**src/rtl/seg_scan_disp.sv**
```systemverilog
// Multiplexed 7-segment scanner with double-buffered digit data, a per-slot brightness window,
// and an anti-ghost dead band. Define HEX_LZB_EN to blank leading zero digits.
module seg_scan_disp #(
  parameter int DIGITS          = 8,
  parameter int SCAN_DIV        = 50000,
  parameter int BLANK_CYC       = 500,
  parameter int SEL_ACTIVE_HIGH = 1,
  parameter int SEG_ACTIVE_LOW  = 1
) (
  input  logic                  Clk,
  input  logic                  Rst,
  input  logic                  En,
  input  logic                  load,
  input  logic [4*DIGITS-1:0]   disp_data,
  input  logic [DIGITS-1:0]     dp,
  input  logic [3:0]            bright,
  output logic [DIGITS-1:0]     sel,
  output logic [6:0]            seg,
  output logic                  seg_dp,
  output logic                  frame_done
);

  localparam int SW = (SCAN_DIV > 1) ? $clog2(SCAN_DIV) : 1;
  localparam int IW = (DIGITS > 1) ? $clog2(DIGITS) : 1;
  localparam logic [SW-1:0] SLOT_LAST = SW'(SCAN_DIV - 1);
  localparam logic [IW-1:0] IDX_LAST  = IW'(DIGITS - 1);
  localparam logic [25:0] BLANK_W = 26'(BLANK_CYC);
  localparam logic [25:0] SPAN_W  = 26'(SCAN_DIV - BLANK_CYC);
  localparam logic [DIGITS-1:0] SEL_OFF = (SEL_ACTIVE_HIGH != 0) ? '0 : '1;
  localparam logic [6:0] SEG_OFF = (SEG_ACTIVE_LOW != 0) ? 7'h7F : 7'h00;
  localparam logic       DP_OFF  = (SEG_ACTIVE_LOW != 0);

  function automatic logic [6:0] hex_to_seg(input logic [3:0] n);
    case (n)
      4'h0: hex_to_seg = 7'h3F;
      4'h1: hex_to_seg = 7'h06;
      4'h2: hex_to_seg = 7'h5B;
      4'h3: hex_to_seg = 7'h4F;
      4'h4: hex_to_seg = 7'h66;
      4'h5: hex_to_seg = 7'h6D;
      4'h6: hex_to_seg = 7'h7D;
      4'h7: hex_to_seg = 7'h07;
      4'h8: hex_to_seg = 7'h7F;
      4'h9: hex_to_seg = 7'h6F;
      4'hA: hex_to_seg = 7'h77;
      4'hB: hex_to_seg = 7'h7C;
      4'hC: hex_to_seg = 7'h39;
      4'hD: hex_to_seg = 7'h5E;
      4'hE: hex_to_seg = 7'h79;
      default: hex_to_seg = 7'h71;
    endcase
  endfunction

  logic [SW-1:0]       slot_q, slot_d;
  logic [IW-1:0]       idx_q, idx_d;
  logic [4*DIGITS-1:0] shd_data_q, shd_data_d, act_data_q, act_data_d;
  logic [DIGITS-1:0]   shd_dp_q, shd_dp_d, act_dp_q, act_dp_d;
  logic [3:0]          bright_q, bright_d;
  logic [DIGITS-1:0]   sel_q, sel_d;
  logic [6:0]          seg_q, seg_d;
  logic                seg_dp_q, seg_dp_d;
  logic                frame_done_q, frame_done_d;

  logic                frame_end;
  logic [25:0]         on_len;
  logic                in_win, show;
  logic [DIGITS-1:0]   onehot, blank;
  logic [3:0]          nib;
  logic                dp_bit, blk;
  logic [6:0]          seg_raw;
`ifdef HEX_LZB_EN
  logic                lzb_run;
`endif

  always_comb begin
    frame_end = En && (slot_q == SLOT_LAST) && (idx_q == IDX_LAST);

    slot_d = slot_q;
    idx_d  = idx_q;
    if (!En) begin
      slot_d = '0;
      idx_d  = '0;
    end else if (slot_q == SLOT_LAST) begin
      slot_d = '0;
      idx_d  = (idx_q == IDX_LAST) ? '0 : idx_q + IW'(1);
    end else begin
      slot_d = slot_q + SW'(1);
    end

    shd_data_d = load ? disp_data : shd_data_q;
    shd_dp_d   = load ? dp : shd_dp_q;

    // A load landing on the frame boundary bypasses the shadow so it is not lost for a frame.
    act_data_d = act_data_q;
    act_dp_d   = act_dp_q;
    if (!En) begin
      act_data_d = shd_data_q;
      act_dp_d   = shd_dp_q;
    end else if (frame_end) begin
      act_data_d = load ? disp_data : shd_data_q;
      act_dp_d   = load ? dp : shd_dp_q;
    end

    bright_d = (slot_q == '0) ? bright : bright_q;
    on_len   = (SPAN_W * (26'(bright_d) + 26'd1)) >> 4;
    in_win   = (26'(slot_q) >= BLANK_W) && (26'(slot_q) < BLANK_W + on_len);
    show     = En && in_win;

    onehot = '0;
    nib    = 4'h0;
    dp_bit = 1'b0;
    blk    = 1'b0;
    blank  = '0;
`ifdef HEX_LZB_EN
    lzb_run = 1'b1;
    for (int k = DIGITS - 1; k >= 1; k--) begin
      if (lzb_run && (act_data_q[4*k +: 4] == 4'h0) && !act_dp_q[k]) blank[k] = 1'b1;
      else lzb_run = 1'b0;
    end
`endif
    for (int k = 0; k < DIGITS; k++) begin
      if (idx_q == IW'(k)) begin
        onehot[k] = 1'b1;
        nib       = act_data_q[4*k +: 4];
        dp_bit    = act_dp_q[k];
        blk       = blank[k];
      end
    end
    seg_raw = blk ? 7'h00 : hex_to_seg(nib);

    sel_d        = show ? ((SEL_ACTIVE_HIGH != 0) ? onehot : ~onehot) : SEL_OFF;
    seg_d        = show ? ((SEG_ACTIVE_LOW != 0) ? ~seg_raw : seg_raw) : SEG_OFF;
    seg_dp_d     = show ? ((SEG_ACTIVE_LOW != 0) ? ~dp_bit : dp_bit) : DP_OFF;
    frame_done_d = frame_end;
  end

  always_ff @(posedge Clk or posedge Rst) begin
    if (Rst) begin
      slot_q       <= '0;
      idx_q        <= '0;
      shd_data_q   <= '0;
      shd_dp_q     <= '0;
      act_data_q   <= '0;
      act_dp_q     <= '0;
      bright_q     <= '0;
      sel_q        <= SEL_OFF;
      seg_q        <= SEG_OFF;
      seg_dp_q     <= DP_OFF;
      frame_done_q <= 1'b0;
    end else begin
      slot_q       <= slot_d;
      idx_q        <= idx_d;
      shd_data_q   <= shd_data_d;
      shd_dp_q     <= shd_dp_d;
      act_data_q   <= act_data_d;
      act_dp_q     <= act_dp_d;
      bright_q     <= bright_d;
      sel_q        <= sel_d;
      seg_q        <= seg_d;
      seg_dp_q     <= seg_dp_d;
      frame_done_q <= frame_done_d;
    end
  end

  assign sel        = sel_q;
  assign seg        = seg_q;
  assign seg_dp     = seg_dp_q;
  assign frame_done = frame_done_q;

endmodule
```
**config.mk**
```make
export PLATFORM = sky130hd
export DESIGN_NAME = seg_scan_disp
export DESIGN_NICKNAME = d
export VERILOG_FILES = /design/src/rtl/seg_scan_disp.sv
export SDC_FILE = /design/constraint.sdc
export NUM_CORES = 1
export LEC_CHECK = 0
export ABC_AREA = 1
export BUFFER_PORTS_ARGS = -buffer_cell sky130_fd_sc_hd__buf_2
export CORE_MARGIN = 2
export CORE_UTILIZATION = 40
export CTS_CLUSTER_SIZE = 10
export DETAILED_ROUTE_END_ITERATION = 8
export HOLD_SLACK_MARGIN = 0.1
export SYNTH_ARGS = -nofsm -noshare
export SYNTH_HDL_FRONTEND = slang
export SYNTH_SLANG_ARGS = --single-unit
```
**constraint.sdc**
```tcl
create_clock -name Clk -period 5.5 [get_ports Clk]
set_input_delay 0.55 -clock Clk [delete_from_list [all_inputs] [get_ports Clk]]
set_output_delay 0.55 -clock Clk [all_outputs]
set_load 0.005 [all_outputs]
```
==> results.md, run 1 <==
- The flow ran to the end, but the final reports show violations.
- The checks that failed: negative setup slack.
- The cell area after layout is 10090 um2.
- The width of the chip is 142.4 um.
- The worst setup path startpoint is slot_q[0].
- The delay of the slowest cell on the worst path is 0.47 ns.
- Summing all placed instances gives a cell area of 8803 um2.
- Setup violations remaining at the end of the flow were counted as 16.
- The standard cell with the maximum stage delay on the critical path is sky130_fd_sc_hd__fa_1.
- Clock-pin slew was measured on the worst setup and hold paths at 0.05 ns.
- The clock sink count is 120.
- The level count of the clock H-tree is 4.
- Global routing consumed, over all layers together, 19.82% of the routing resources.
- Measured in cells, the most critical reg-to-reg path has a length of 38.
- The leakage power of the design is 5.132 nW.
- The clock tree from TritonCTS is built.
- Hold is met by 0.3382 ns.
- After the flow finishes, the layout carries non-filler instances totaling 1373.
- The net count of the mapped netlist is 1087.
- The first TritonRoute pass finished after 5 iterations.
- In this run the worst path has a maximum fanout of 8.
- In the routed design, unresolved DRC markers number 0.
- The post-synthesis average cell area is 7.871 um2.
- From bottom edge to top edge, the die measures 142.4 um.
- The via density per instance is 4.929.
- The net count reported at finish is 1241.
- The post-synthesis instance area is 7666 um2.
- The endpoint type of the worst setup path is a register.
- The total power divided by cell area is 525.7 nW/um2.
- The root buffer cell chosen for the clock tree is sky130_fd_sc_hd__clkbuf_16.
- The sort of element at the start of the critical path is a register.
- The layout has 1749 filler cells.
- After detailed placement, the design holds a cell count of 1319.
- In the synthesized netlist, the number of instances is 974.
- The later pin in the worst-skew pair is clocked with a latency of 0.41 ns.
- The antenna diode count is 0.
- 65 I/O pins were placed.
- The initial DRC count is 399.
- The Yosys warning count is 0.
- Counting along the longest clock path gives a buffer depth of 2.
- The first-pass GRT wire length is 32.06 mm.
- The highest clock frequency the design can meet is 176.7 MHz.
- The post-DP HPWL is 13.41 mm.
- Buffers inserted during clock tree synthesis total 17.
- The number of endpoints with negative hold slack in the final report is 0.
- The worst-case IR drop observed on VDD is 0.3675 mV.
- In the final routed layout, each cell accounts on average for 14.03 um.
- STA puts the critical path data required time at 5.83 ns.
- The portion of the clock cycle consumed by the worst path in the final layout is 102.9%.
- In this run the tightest slew margin relative to its limit is 22.05%.
- The arrival time at the worst endpoint is 5.99 ns.
- Setup repair after global routing could not meet its margin everywhere.
- Relative to the synthesized area, the layout overhead comes to 31.63%.
- Entering global routing, the biggest net connects 81 pins.
- Summed over all layers, the global routing overflow is 0.
- The number of antenna violations at the first check in global routing came to 1.
- The total wirelength of the detailed-routed design is 19.27 mm.
- The total count of max-transition violations in the final report is 0.
- The clock arrives with 0.01173 ns of skew.
- Routability-driven placement finished with a final weighted congestion of 0.8516.
- The floorplan step defined a die boundary enclosing 20290 um2.
- The worst hold-check path type is in2async.
- The transition time at the pin with the least slew margin is 1.165 ns.
- The synthesized design contains 120 register bits.
- After layout, the minimum clock period comes to 5.660 ns.
- The antenna violation net count after detailed routing is 0.
- The start-to-end type of the worst setup path is reg2reg.
- Across all layers, the routed design uses 6767 vias.
- The count of cell types in the netlist is 40.
- The starting utilization of the core area is 40.85%.
- The reported max-cap violation count is 0.
- The core region is 18770 um2.
- The register area share after synthesis is 39.30%.
- The initialized floorplan defines 50 standard-cell rows.
- In this design, the critical path's most frequently occurring cell is sky130_fd_sc_hd__nand2_4.
- The via count of the first global-routing pass is 6654.
- The least setup slack across all paths after layout is -0.1600 ns.
- The startpoint identified for the worst register-to-register timing path is slot_q[0].
- The number of buffers added on ports is 64.
- The fraction of final layout cells sized beyond drive strength 1 is 29.50%.
[report_power, final]
part	switching [W]	leakage [nW]	internal [W]
Sequential	0.0000338	1.44	0.000951
Clock	0.000387	0.301	0.000767
Combinational	0.00166	3.39	0.00151
Total	0.00208	5.13	0.00322
[flip-flops by register name, indices dropped and copies added, names as in the netlist]
| name | flops |
|---|---|
| frame_done | 1 |
| seg | 7 |
| idx_q | 3 |
| act_data_q | 32 |
| seg_dp | 1 |
| shd_dp_q | 8 |
| slot_q | 16 |
| shd_data_q | 32 |
| act_dp_q | 8 |
| sel | 8 |
| bright_q | 4 |
[per-stage QoR]
stage          util [%]  power, W  setup TNS [ns]  setup WS, ns
2_1_floorplan         -  0.002540               0      0.005799
3_3_place_gp      46.91  0.003386          -4.349       -0.2839
3_5_place_dp      46.91  0.003407          -5.514       -0.3574
4_1_cts           51.69  0.004842          -2.634       -0.1768
5_1_grt           53.77  0.005755          -9.220       -0.6036
6_report          53.77  0.005305          -2.374       -0.1600
[cell usage in the layout (no fill, tap or decap), types with 5 or more instances in the layout]
cell	Yosys	routed
sky130_fd_sc_hd__o211ai_1	21	21
sky130_fd_sc_hd__nand2_1	214	189
sky130_fd_sc_hd__inv_2	4	14
sky130_fd_sc_hd__nand2_2	13	28
sky130_fd_sc_hd__dfstp_2	8	8
sky130_fd_sc_hd__a21oi_1	21	18
sky130_fd_sc_hd__nand3_2	5	18
sky130_fd_sc_hd__o21ai_0	70	69
sky130_fd_sc_hd__nor2_1	53	43
sky130_fd_sc_hd__nor3_1	12	8
sky130_fd_sc_hd__buf_4	0	88
sky130_fd_sc_hd__nand3b_1	6	6
sky130_fd_sc_hd__inv_1	180	167
sky130_fd_sc_hd__ha_4	0	10
sky130_fd_sc_hd__o22ai_1	6	6
sky130_fd_sc_hd__clkbuf_8	0	5
sky130_fd_sc_hd__fa_1	6	5
sky130_fd_sc_hd__dfrtp_1	112	111
sky130_fd_sc_hd__nand3_1	66	51
sky130_fd_sc_hd__ha_1	59	49
sky130_fd_sc_hd__buf_2	1	64
sky130_fd_sc_hd__xnor2_1	7	5
sky130_fd_sc_hd__nor2_4	5	15
sky130_fd_sc_hd__nand4_1	8	8
sky130_fd_sc_hd__o221ai_1	23	23
sky130_fd_sc_hd__xor2_1	12	9
sky130_fd_sc_hd__clkbuf_16	0	17
sky130_fd_sc_hd__nand2_4	5	15
sky130_fd_sc_hd__buf_6	0	7
sky130_fd_sc_hd__nor2_2	14	14
[worst max-delay path, delay by kind of cell (launching register included)]
kind | cells | cell delay [ns]
buffers and inverters | 9 | 0.91
AOI/OAI and AO/OA | 3 | 0.40
and+or+nand+nor | 19 | 1.90
DFF | 1 | 0.38
xor gates and xnor gates | 1 | 0.14
adders and majority gates | 6 | 1.83
[cell type report]
| type | instances | area [um2] | share of cell area [%] |
|---|---|---|---|
| Clock buffer | 23 | 498.0 | 4.935 |
| Clock inverter | 7 | 116.4 | 1.153 |
| Inverter | 185 | 701.9 | 6.956 |
| Multi-Input combinational cell | 644 | 4388 | 43.48 |
| Sequential cell | 120 | 3014 | 29.87 |
| Tap cell | 234 | 292.8 | 2.901 |
| Timing Repair Buffer | 160 | 1080 | 10.70 |
[metal layers]
layer / GRT usage, % / wire [um] / vias to the layer above
li1: - / - / 3450
met1: 27.20 / 9299 / 3175
met2: 31.65 / 8971 / 122
met3: 4.273 / 706 / 20
met4: 5.680 / 291 / 0
met5: 0 / 0 / -
[worst paths after layout]
check / to / slack [ns]
max in group asynchronous: slot_q[9] / 3.98
worst min-delay path: shd_data_q[4] / 0.34
worst max-delay path: seg[3] / -0.16
worst max register to register: seg[3] / -0.16
worst min register to register: act_data_q[21] / 0.48
min in group Clk: shd_data_q[12] / 0.46
[Yosys cell counts (all sizes together)]
master / count / area share, %
xor2: 12 / 1.4
a31oi: 2 / 0.16
ha: 59 / 9.6
o221ai: 23 / 2.6
and3: 1 / 0.082
a22oi: 1 / 0.098
nor3b: 1 / 0.098
dfstp: 8 / 2.7
o21ai: 71 / 4.6
fa: 6 / 1.6
nand3b: 6 / 0.59
dfrtp: 112 / 37
o211ai: 21 / 2.1
a21oi: 21 / 1.4
buf: 3 / 0.16
nor2: 74 / 5.0
inv: 184 / 9.0
nand3: 71 / 5.0
nor3: 12 / 0.78
a21boi: 1 / 0.098
nor4: 2 / 0.16
a211oi: 3 / 0.29
nand4: 9 / 0.82
o22ai: 6 / 0.49
nand2: 232 / 12
clkinv: 1 / 0.049
o21bai: 3 / 0.44
xnor2: 7 / 0.80
clkbuf: 22 / 1.1
[cell families after synthesis]
group	share of synthesized area, %
simple gates	24.76
buf+inv	10.30
compound gates	12.27
flops	39.30
fa+ha+maj	11.20
xor+xnor	2.171
[timing repair]
| item | CTS | global route |
|---|---|---|
| gates resized for setup | 45 | 71 |
| pin swaps | 29 | 55 |
| buffers inserted | 12 | 14 |
| gates cloned | 0 | 0 |
| hold buffers | 0 | 0 |
| endpoints found under the setup margin | 16 | 16 |
No activity file was read; power rests on OpenSTA's default activity.
==> run 2: changes to the inputs <==
--- a/config.mk
+++ b/config.mk
@@ -12,6 +12,7 @@
 export CTS_CLUSTER_SIZE = 10
 export DETAILED_ROUTE_END_ITERATION = 8
 export HOLD_SLACK_MARGIN = 0.1
+export PLACE_DENSITY = 0.57
 export SYNTH_ARGS = -nofsm -noshare
 export SYNTH_HDL_FRONTEND = slang
 export SYNTH_SLANG_ARGS = --single-unit
==> results.md, run 2 (synthesis gave the netlist of run 1 again) <==
- The flow ran to the end, but the final reports show violations.
- The final reports fail on negative setup slack.
- The setup path with the least slack is of type reg2reg.
- The multi-input gate area in the final layout is 4436 um2.
- The area added between synthesis and finish is 33.47%.
- The antenna violation net count after detailed routing is 0.
- For this run, the number of standard cells in the final layout without fillers is 1379.
- The fraction of final layout cells sized beyond drive strength 1 is 29.96%.
- The portion of the clock cycle consumed by the worst path in the final layout is 104.6%.
- Of all nets on the critical path, the largest fanout is 8.
- The initialized floorplan defines 50 standard-cell rows.
- The repair_antennas step left the layout with diodes totalling 0.
- At the worst endpoint, the required time is 5.83 ns.
- The total via count after detailed routing is 6828.
- The via density per instance is 4.951.
- The floorplan step defined a die boundary enclosing 20290 um2.
- The number of ports placed on the die boundary is 65.
- Leaving out fill and tap cells, the most frequent cell in the layout is sky130_fd_sc_hd__nand2_1.
- The net count reported at finish is 1245.
- The analysis attributes to cell leakage a power of 5.185 nW.
- Once routing completed, OpenROAD measured the worst setup slack at -0.2539 ns.
- The worst path buffer plus inverter count is 8.
- The first-pass GRT wire length is 32.64 mm.
- The number of buffers added on ports is 64.
- The total count of max-transition violations in the final report is 0.
- The library cells used most frequently in the layout, excluding fill and tap cells, are sky130_fd_sc_hd__nand2_1 (194), sky130_fd_sc_hd__inv_1 (165), sky130_fd_sc_hd__dfrtp_1 (111).
- In the final layout, the registers with the most flip-flops are act_data_q (32), shd_data_q (32), slot_q (16).
- The hold slack is 0.2928 ns.
- The global router's overall resource usage is 20.44%.
- From left edge to right edge, the die measures 142.4 um.
- In this run the cell area measured after placement is 8833 um2.
- Clock tree synthesis found a total of 120 sinks.
- The sort of element at the start of the critical path is a register.
- The final RePlAce weighted congestion is 0.8503.
- In this run, the number of DRC markers left after iteration 0 of detailed routing was 398.
- The number of endpoints with negative hold slack in the final report was 0.
- Data on the critical path arrives at its endpoint at 6.08 ns.
- The total placed cells including tap cells is 1323.
- The via count of the first global-routing pass is 6715.
- The y dimension of the die is 142.4 um.
- The number of clock buffers inserted by TritonCTS is 17.
- The number of antenna violations at the first check in global routing is 0.
- TritonCTS built the clock tree.
- Setup repair after global routing could not meet its margin everywhere.
- Hold repair after CTS inserted 0 buffers.
- The level count of the clock H-tree is 4.
- The sequential cell area in the final layout is 3014 um2.
- The transition time at the pin with the least slew margin is 0.8216 ns.
- The standard cell with the maximum stage delay on the critical path is sky130_fd_sc_hd__fa_1.
- The routed design could run at a clock period as short as 5.754 ns.
- For this run, the detailed router's first-pass iteration total came to 5.
- The post-layout total power is 0.005585 W.
- The worst pin sits at a relative slew slack of 45.09%.
- The starting utilization of the core area is 40.85%.
- For this run, the slowest stage of the critical path takes 0.49 ns.
- After clock tree synthesis, the clock-pin slew on the worst setup and hold paths is 0.05 ns.
- Entering global routing, the biggest net connects 81 pins.
- The worst-case IR drop observed on VDD is 0.4541 mV.
- With fillers left out, the area of the finished cells amounts to 10230 um2.
- Based on the critical path, the design can be clocked at up to 173.8 MHz.
- Setup violations remaining at the end of the flow were counted as 16.
- The layout filler cell count is 1736.
- The most prevalent standard cell on the critical path is sky130_fd_sc_hd__nand2_4.
- After detailed routing, the average wire length per cell comes to 14.39 um.
- For this run, design rule violations remaining after detail routing come to 0.
- Clock tree synthesis selected as its root buffer the cell sky130_fd_sc_hd__clkbuf_16.
- The total wirelength of the detailed-routed design is 19.84 mm.
- The clock passes through at most 2 buffers.
- The post-DP HPWL is 13.82 mm.
- The core region is 18770 um2.
- The clock insertion delay at the later pin of the skew report is 0.42 ns.
- The worst hold-check path type is in2async.
- The endpoint type of the worst setup path is a register.
- On the final layout, the worst clock skew is 0.007950 ns.
- In this design, the largest share of critical-path delay is due to simple AND/OR/NAND/NOR gates.
- The reported max-cap violation count is 0.
- The total power divided by cell area is 545.8 nW/um2.
- Setup total negative slack on the finished layout was measured at -3.686 ns.
- Summed over all layers, the global routing overflow is 0.
run 2: layer usage:
metal	global-route usage, %	share of wire, %
met1	27.78	47
met2	33.22	48
met3	4.475	3.8
met4	5.211	0.91
met5	0	0
run 2: report_power, final:
part / switching (W) / total, W / internal (W) / leakage (nW)
combinational: 0.00172 / 0.00331 / 0.00158 / 3.41
sequential: 0.0000337 / 0.000985 / 0.000951 / 1.44
clock: 0.000402 / 0.00129 / 0.000888 / 0.335
total: 0.00216 / 0.00558 / 0.00342 / 5.19
run 2: cell type report:
cell class,count,share of cell area (%)
multi-input cells,644,43.35
clock buffers,22,4.634
flip-flops and latches,120,29.46
inverters,185,6.860
clock inverters,10,2.103
repair buffers,164,10.74
well taps,234,2.861
run 2: per-stage QoR:
stage                     util (%)  setup slack [ns]
final                        54.52           -0.2539
after global routing         54.52           -0.5613
after CTS                    52.47           -0.2505
after detailed placement     47.07           -0.5387
after global placement       47.07           -0.5520
after floorplan                  -          0.005799
run 2: final timing paths:
path | start | endpoint | slack [ns] | depth (start not counted)
worst max-delay path | slot_q[4] | seg_dp | -0.25 | 37
worst min-delay path | Rst | slot_q[2] | 0.29 | 2
worst max register to register | slot_q[4] | seg_dp | -0.25 | 37
worst min register to register | shd_data_q[16] | act_data_q[16] | 0.48 | 2
max in group asynchronous | Rst | shd_data_q[23] | 3.94 | 3
min in group Clk | disp_data[14] | shd_data_q[14] | 0.46 | 5
run 2: timing repair:
item / 4_1_cts / 5_1_grt
gates resized for setup: 47 / 71
buffers inserted: 14 / 10
pin swaps: 44 / 44
endpoints found under the setup margin: 16 / 16
